[config.mk]
export PLATFORM = sky130hd
export DESIGN_NAME = emsensor_array
export DESIGN_NICKNAME = d
export VERILOG_FILES = /design/src/rtl/emsensor_array.sv
export SDC_FILE = /design/constraint.sdc
export NUM_CORES = 1
export LEC_CHECK = 0
export BUFFER_PORTS_ARGS = -buffer_cell sky130_fd_sc_hd__buf_2
export CORE_MARGIN = 2
export CORE_UTILIZATION = 50
export CTS_BUF_LIST = sky130_fd_sc_hd__clkbuf_2 sky130_fd_sc_hd__clkbuf_4 sky130_fd_sc_hd__clkbuf_8
export DETAILED_ROUTE_END_ITERATION = 7
export GPL_ROUTABILITY_DRIVEN = 0
export PLACE_DENSITY = 0.77
export RECOVER_POWER = 25
export SLEW_MARGIN = 20
export SYNTH_ARGS = -nofsm -noshare
export SYNTH_HDL_FRONTEND = slang
export SYNTH_SLANG_ARGS = --single-unit
[constraint.sdc]
create_clock -name clk -period 7.28 [get_ports clk]
set_input_delay 0.364 -clock clk [delete_from_list [all_inputs] [get_ports clk]]
set_output_delay 0.364 -clock clk [all_outputs]
set_load 0.05 [all_outputs]
[src/rtl/emsensor_array.sv]
// Electromagnetic-fault sensor array: N duplicated-flop sensor cells, alarm
// synchronisers, masking, sticky capture, windowed event counter and trip FSM.

module sensor_cell (
  input  logic clk,
  input  logic rst_n,
  output logic q,
  output logic qs,
  output logic a
);
  logic q_q, q_d, qs_q, qs_d;

  // Two identical toggle flops; a fault that upsets only one shows as a mismatch.
  assign q_d  = ~q_q;
  assign qs_d = ~qs_q;

  always_ff @(posedge clk or negedge rst_n) begin
    if (!rst_n) begin
      q_q  <= 1'b0;
      qs_q <= 1'b0;
    end else begin
      q_q  <= q_d;
      qs_q <= qs_d;
    end
  end

  assign q  = q_q;
  assign qs = qs_q;
  assign a  = q_q ^ qs_q;
endmodule

module emsensor_array #(
  parameter int N           = 32,
  parameter int SYNC_STAGES = 2,
  parameter int CNT_W       = 8,
  parameter int WIN_W       = 16
) (
  input  logic             clk,
  input  logic             rst,
  input  logic             en,
  input  logic [N-1:0]     mask,
  input  logic [CNT_W-1:0] threshold,
  input  logic [WIN_W-1:0] window,
  input  logic             clr,
  output logic [N-1:0]     q,
  output logic [N-1:0]     qs,
  output logic [N-1:0]     alarm_sync,
  output logic [N-1:0]     alarm_sticky,
  output logic [CNT_W-1:0] event_cnt,
  output logic             trip,
  output logic             trip_pulse
);
  localparam int HIT_W = $clog2(N + 1);
  // Wide enough that a full popcount never wraps before saturation.
  localparam int SUM_W = ((CNT_W > HIT_W) ? CNT_W : HIT_W) + 1;
  localparam logic [CNT_W-1:0] CNT_MAX = '1;

  typedef enum logic [1:0] {IDLE, ARMED, TRIPPED} state_t;

  state_t           state_q, state_d;
  logic [CNT_W-1:0] event_cnt_q, event_cnt_d;
  logic [WIN_W-1:0] win_cnt_q, win_cnt_d;
  logic [N-1:0]     alarm_sticky_q, alarm_sticky_d;
  logic             trip_pulse_q, trip_pulse_d;
  logic [N-1:0]     sync_q [SYNC_STAGES];
  logic [N-1:0]     sync_d [SYNC_STAGES];

  logic             cell_rst_n;
  logic [N-1:0]     cell_a;
  logic [HIT_W-1:0] hits;
  logic [CNT_W-1:0] base_cnt, cnt_sat;
  logic [WIN_W-1:0] win_base;
  logic [SUM_W-1:0] sum;
  logic             trip_hit, win_end;

  assign cell_rst_n = rst & en;

  for (genvar i = 0; i < N; i++) begin : g_cell
    sensor_cell u_cell (
      .clk   (clk),
      .rst_n (cell_rst_n),
      .q     (q[i]),
      .qs    (qs[i]),
      .a     (cell_a[i])
    );
  end

  always_comb begin
    sync_d[0] = cell_a;
    for (int k = 1; k < SYNC_STAGES; k++) sync_d[k] = sync_q[k-1];
  end

  assign alarm_sync = sync_q[SYNC_STAGES-1] & mask;

  always_comb begin
    hits = '0;
    for (int i = 0; i < N; i++) hits = hits + HIT_W'(alarm_sync[i]);
  end

  // clr in the same cycle discards the old count and window position.
  assign base_cnt = clr ? '0 : event_cnt_q;
  assign win_base = clr ? '0 : win_cnt_q;
  assign sum      = SUM_W'(base_cnt) + SUM_W'(hits);
  assign cnt_sat  = (sum > SUM_W'(CNT_MAX)) ? CNT_MAX : sum[CNT_W-1:0];
  assign trip_hit = (threshold != '0) && (sum >= SUM_W'(threshold));
  assign win_end  = (window != '0) && (win_base == window - WIN_W'(1));

  always_comb begin
    state_d        = state_q;
    event_cnt_d    = event_cnt_q;
    win_cnt_d      = win_cnt_q;
    trip_pulse_d   = 1'b0;
    alarm_sticky_d = clr ? alarm_sync : (alarm_sticky_q | alarm_sync);
    if (!en) begin
      state_d     = IDLE;
      event_cnt_d = '0;
      win_cnt_d   = '0;
    end else begin
      case (state_q)
        IDLE: begin
          state_d     = ARMED;
          event_cnt_d = '0;
          win_cnt_d   = '0;
        end
        ARMED: begin
          if (trip_hit) begin
            state_d      = TRIPPED;
            trip_pulse_d = 1'b1;
            event_cnt_d  = cnt_sat;
            win_cnt_d    = win_base + WIN_W'(1);
          end else if (win_end) begin
            event_cnt_d = '0;
            win_cnt_d   = '0;
          end else begin
            event_cnt_d = cnt_sat;
            win_cnt_d   = win_base + WIN_W'(1);
          end
        end
        TRIPPED: begin
          if (clr) begin
            state_d     = ARMED;
            event_cnt_d = '0;
            win_cnt_d   = '0;
          end
        end
        default: state_d = IDLE;
      endcase
    end
  end

  always_ff @(posedge clk or negedge rst) begin
    if (!rst) begin
      state_q        <= IDLE;
      event_cnt_q    <= '0;
      win_cnt_q      <= '0;
      alarm_sticky_q <= '0;
      trip_pulse_q   <= 1'b0;
      for (int k = 0; k < SYNC_STAGES; k++) sync_q[k] <= '0;
    end else begin
      state_q        <= state_d;
      event_cnt_q    <= event_cnt_d;
      win_cnt_q      <= win_cnt_d;
      alarm_sticky_q <= alarm_sticky_d;
      trip_pulse_q   <= trip_pulse_d;
      for (int k = 0; k < SYNC_STAGES; k++) sync_q[k] <= sync_d[k];
    end
  end

  assign alarm_sticky = alarm_sticky_q;
  assign event_cnt    = event_cnt_q;
  assign trip         = (state_q == TRIPPED);
  assign trip_pulse   = trip_pulse_q;
endmodule

# Word level (Yosys, flattened, before mapping)
# Index checks and enable logic that the tools add are counted.
[classes]
n_shift = 0
n_lt_le_gt_ge = 2
div_mod_pow = 0
mux = 19
eq_ne = 6
multipliers = 0
addsub = 34
bitwise = 99
n_reduce_logical = 6
[ops]
columns = ["cell", "count"]
rows = [
  ["$add 6x1->6", 26],
  ["$mux 16", 4],
  ["$not 1->1", 64],
  ["$pmux 16 s3", 1],
  ["$mux 8", 5],
  ["$and 32x32->32", 1],
  ["$mux 32", 1],
  ["$or 32x32->32", 1],
  ["$xor 1x1->1", 32],
  ["$pmux 8 s3", 1],
  ["$add 16x1->16 const B", 1],
  ["$eq 16x16->1", 1],
  ["$reduce_bool 16->1", 1],
  ["$sub 16x1->16 const B", 1],
  ["$add 8x6->9", 1],
  ["$ge 9x8->1", 1],
  ["$gt 9x8->1 const B", 1],
  ["$reduce_bool 8->1", 1],
  ["$add 5x1->6", 1],
  ["$mux 2", 3],
  ["$ne 3x3->1 const B", 2],
  ["$pmux 2 s3", 1],
  ["$add 4x1->5", 1],
  ["$add 3x1->4", 1],
  ["other kinds (10)", 13],
]
[word_totals]
latchBits = 0
out_inout_bits = 138
mem_bits_rw = 0
inputBits = 60
reg_bits = 187
memories = 0
mem_bits_ro = 0

# Longest topological paths before layout
[logic_depth]
ltp_word = 39
depth_mapped = 29
ltp_nobuf = 27

# Modules after synthesis
# A second synthesis with hierarchy kept.
[hier_totals]
cells_unflattened = 727
area_unflattened_um2 = 8429.3
[by_module_without_submodules]
columns = ["module", "n_inst", "area_per_inst_um2", "cells_each"]
rows = [
  ["emsensor_array", 1, 6307.3, 567],
  ["sensor_cell", 32, 66.3, 5],
]

# Worst setup path after synthesis
# No wires, ideal clock.
[synth_path]
kind = "input -> register"
start = "input port mask[9]"
end = "register win_cnt_q[6]"
n_path_buf = 1
required_time_ps = 7160
arrival_time_ps = 7023
setup_time_ps = 120
path_stages = 24
path_slack_ps = 136
cell_sequence = "and2_1 > fa_1 > fa_1 > inv_1 > fa_1 > fa_1 > fa_1 > fa_1 > fa_1 > inv_1 > fa_1 > a211oi_1 > o21bai_1 > a21oi_1 > xnor2_1 > ha_1 > and3_1 > a221oi_1 > o211ai_1 > a2111oi_4 > nand4_4 > nand2_4 > buf_12 > o21ai_2"
[synth_between]
elab_chain_cells = 30
[synth_rtl]
columns = ["element", "line_no", "text"]
rows = [
  ["start: declaration", "41", "input logic [N-1:0] mask,"],
  ["$and 32x32->32", "93", "assign alarm_sync = sync_q[SYNC_STAGES-1] & mask;"],
  ["$add 6x1->6 (23 in series)", "97", "for (int i = 0; i < N; i++) hits = hits + HIT_W'(alarm_sync[i]);"],
  ["$add 8x6->9", "103", "assign sum = SUM_W'(base_cnt) + SUM_W'(hits);"],
  ["$ge 9x8->1", "105", "assign trip_hit = (threshold != '0) && (sum >= SUM_W'(threshold));"],
  ["$logic_and 1x1->1", "105", ""],
  ["$mux 16", "126", "if (trip_hit) begin"],
  ["$pmux 16 s3", "119", "case (state_q)"],
  ["$mux 16", "114", "if (!en) begin"],
  ["end signal: assignment", "162", "win_cnt_q <= win_cnt_d;"],
  ["end: declaration", "62", "logic [WIN_W-1:0] win_cnt_q, win_cnt_d;"],
]
# No other way between the ends.
# A chain may end at the register's enable or synchronous reset.

# Worst setup path after layout
[layout_path]
start = "register sync_q[9] (netlist name)"
end = "register win_cnt_q[1]"
[layout_between]
elab_chain_cells = 30
[layout_rtl]
columns = ["element", "line_no", "text"]
rows = [
  ["start: declaration", "65", "logic [N-1:0] sync_q [SYNC_STAGES];"],
  ["$and 32x32->32", "93", ""],
  ["$add 6x1->6 (23 in series)", "97", ""],
  ["$add 8x6->9", "103", ""],
  ["$ge 9x8->1", "105", ""],
  ["$logic_and 1x1->1", "105", ""],
  ["$mux 16", "126", ""],
  ["$pmux 16 s3", "119", ""],
  ["$mux 16", "114", ""],
]
# No other way between the ends.

==> impl_metrics.toml <==
[final_layout]
mostFrequentLayoutCell = "buf_2"
num_antenna_cells = 0
layout_common_cells = "buf_2, dfrtp_1, inv_1, nand2_1, xor2_1"
syn2layout_area_growth_pct = 14.45
final_layout_size_suffix_gt1_share_pct = 27.46
fillers = 1489
layout.nets = 1078

[route]
drc_errors = 0
ant_nets = 0
dr.pass1.iters = 4
num_vias = 5934
vias_per_cell = 4.924
routed_wirelength_mm = 18.95
dr.first_iter.drc_count = 296
avgRoutedWirePerCell_um = 15.73

[logic_synthesis]
synth_top_area_share_pct = 51.72
ys.flop_type = "dfrtp_1"
synth_edf_count = 0
postSynthCellCount = 816
yosysSeqAreaShare_pct = 51.72
synth_cell_type_count = 59
async_reset_ff_share_pct = 100.0
syn_avg_cell_area_um2 = 11.09
synth_seq_cells = 187
synth.area.top_cells = "dfrtp_1, fa_1, inv_1"
synth_top_area_cell = "dfrtp_1"
syn_area_um2 = 9047
syn_nets = 931
synth_warnings = 0

[clock_network]
cts.htree.levels = 4
clkSinkCount = 187
numCtsBuffers = 17
cts.clk_slew.worst_paths_ns = 0.10
cts_tree = "yes"
cts_max_path_buffers = 2
clock_latency_ns = 0.47
cts_root_buffer = "clkbuf_8"

[power]
ir_drop_mv = 0.2046
pwr-share-seq_pct = 54.3
power.density_nw_per_um2 = 185.9
power_frac_clock_pct = 39.0
p_sw_mw = 0.5130
swShare_pct = 26.65
p_int_mw = 1.412
p_total_mw = 1.925
combPwrFrac_pct = 6.7
p_leak_nw = 6.167

[die]
die_area_um2 = 19190
core_um2 = 17840
placementRows = 49
boundaryPins = 198
die_x_um = 138.5
fp.dieH_um = 138.5
start_util_pct = 50.71

[timing]
setup_viol = 0
layout_worst_path_cycle_share_pct = 95.35
timing.hold.ws_ns = 0.2094
skew_ns = 0.01544
min_period_ns = 6.942
finalMaxSlewViolations = 0
fin_setup_tns_ns = 0
max_slew_margin_pct = 44.08
fmax_mhz = 144.1
worstMarginPinSlew_ns = 0.8272
finalHoldViolations = 0

[critical_path]
crit_buf_inv = 3
critPathMaxFanout = 5
r2r_cells = 23
critical_path_class = "reg -> reg"
worstSetupStartpointType = "flip-flop"
worst_path_max_delay_cell = "fa_2"
worstPathArrival_ns = 7.30
cp-end-kind = "flip-flop"
reg2reg_to = "win_cnt_q[1]"
r2r-start = "sync_q[9]"
crit_family = "adder cells"
r2r_setup_slack_ns = 0.34
slowest_delay_ns = 0.54
crit_required_ns = 7.64
cpMostUsedCell = "fa_1"
crit_chain = "and2_1, fa_1, fa_1, inv_1, fa_2, fa_1, fa_1, fa_1, fa_2, inv_1, fa_2, a211oi_2, o21bai_1, a21oi_2, xnor2_2, ha_1, a21o_1, a221oi_2, o211ai_1, a2111oi_4, nand4_4, buf_6, a32o_1"

[min_path]
worst_hold_path.endpoint = "trip_pulse"
hold_depth = 3
min_from = "en"
hp-class = "in -> reg"

[outcome]
status = "finished, final reports clean"

[global_routing]
antenna_found_initial = 1
track_usage_pct = 20.18
grt_first_pass_wirelength_mm = 30.44
grt_max_degree = 65
overflow = 0
grt_pass1_vias = 5883

[flow_run]
drv_cap = 0

[place]
dp_hpwl_mm = 14.45
io_buffers = 197
logic make-up after synthesis:
| logic type | synth area share, % |
|---|---|
| buffers and inverters | 11.67 |
| flip-flops | 51.72 |
| AND/OR/NAND/NOR | 10.58 |
| AO/OA/AOI/OAI | 9.653 |
| XOR/XNOR | 6.389 |
| adder cells (fa/ha/maj) | 9.764 |
| multiplexers | 0.2213 |
cell type report:
class | instances | area (um2) | share of cell area, %
inverter | 132 | 495.5 | 4.785
sequential | 187 | 4679 | 45.19
clock inverter | 15 | 216.5 | 2.090
tap | 229 | 286.5 | 2.767
multi-input combinational | 416 | 3354 | 32.40
clock buffer | 17 | 234.0 | 2.260
timing repair buffer | 209 | 1089 | 10.51
cell usage after synthesis, types with 4 or more instances:
master,n
dfrtp_1,187
inv_1,132
buf_4,64
nand2_1,60
xor2_1,46
a21o_1,36
ha_1,29
fa_1,26
nor2_1,25
nor2b_1,23
xnor2_1,17
o21ai_0,16
and2_1,13
clkbuf_1,12
o21ai_2,10
a22oi_1,9
nand3_1,9
and3_1,8
a21oi_1,7
o211ai_1,7
nand2b_1,6
nor3_1,6
nor4_1,5
a32o_1,4
buf_1,4
nor3b_1,4
registers in the layout, summed over array words and instances (netlist names):
name	count
alarm_sticky	32
g_cell.u_cell.q	32
g_cell.u_cell.qs	32
sync_d	32
sync_q	32
win_cnt_q	16
event_cnt	8
state_q	2
trip_pulse	1
worst register-to-register path, cell delays in order (launching register included):
cell	delay (ns)
dfrtp_1	0.38
and2_1	0.19
fa_1	0.52
fa_1	0.50
inv_1	0.06
fa_2	0.54
fa_1	0.43
fa_1	0.48
fa_1	0.52
fa_2	0.20
inv_1	0.05
fa_2	0.36
a211oi_2	0.21
o21bai_1	0.10
a21oi_2	0.17
xnor2_2	0.14
ha_1	0.26
a21o_1	0.20
a221oi_2	0.26
o211ai_1	0.18
a2111oi_4	0.40
nand4_4	0.22
buf_6	0.21
a32o_1	0.24
worst max-delay path by stage:
stage | slack, ns | end | start | depth (start not counted)
floorplan | 0.14 | win_cnt_q[6] | mask[9] | 24
global placement | 0.12 | win_cnt_q[15] | mask[1] | 28
detailed placement | -0.06 | win_cnt_q[15] | mask[1] | 25
CTS | 0.004 | win_cnt_q[15] | sync_q[1] | 24
global route | -0.02 | win_cnt_q[1] | sync_q[0] | 27
finish | 0.34 | win_cnt_q[1] | sync_q[9] | 23
metal layers:
metal	vias up	share of wire (%)	track usage (%)
li1	2844	-	-
met1	2890	42	26.03
met2	161	49	33.40
met3	37	6.2	4.780
met4	2	2.9	7.626
met5	-	0.042	0
stage by stage:
stage          utilization [%]  setup slack, ns  cell area (um2)  std cells
3_5_place_dp             55.14         -0.05773             9838       1171
2_1_floorplan                -           0.1362             9047        816
6_report                 58.04           0.3385            10350       1205
5_1_grt                  58.04         -0.02222            10350       1205
3_3_place_gp             55.14           0.1155             9838       1171
4_1_cts                  57.72         0.003913            10300       1204
timing repair:
action | in CTS | in global routing
resized for setup | 0 | 15
hold buffers | 1 | 0
setup buffers | 0 | 1
setup endpoints to repair | 0 | 24
endpoints found under the hold margin | 32 | 0
power groups by stage:
stage	registers, mW	logic, mW	clock network [mW]
floorplan	1.07	0.0762	0
global placement	1.07	0.125	0
detailed placement	1.07	0.128	0
CTS	1.05	0.129	0.766
global route	1.05	0.146	0.807
finish	1.05	0.129	0.750
Power figures use the tool's default switching activity.
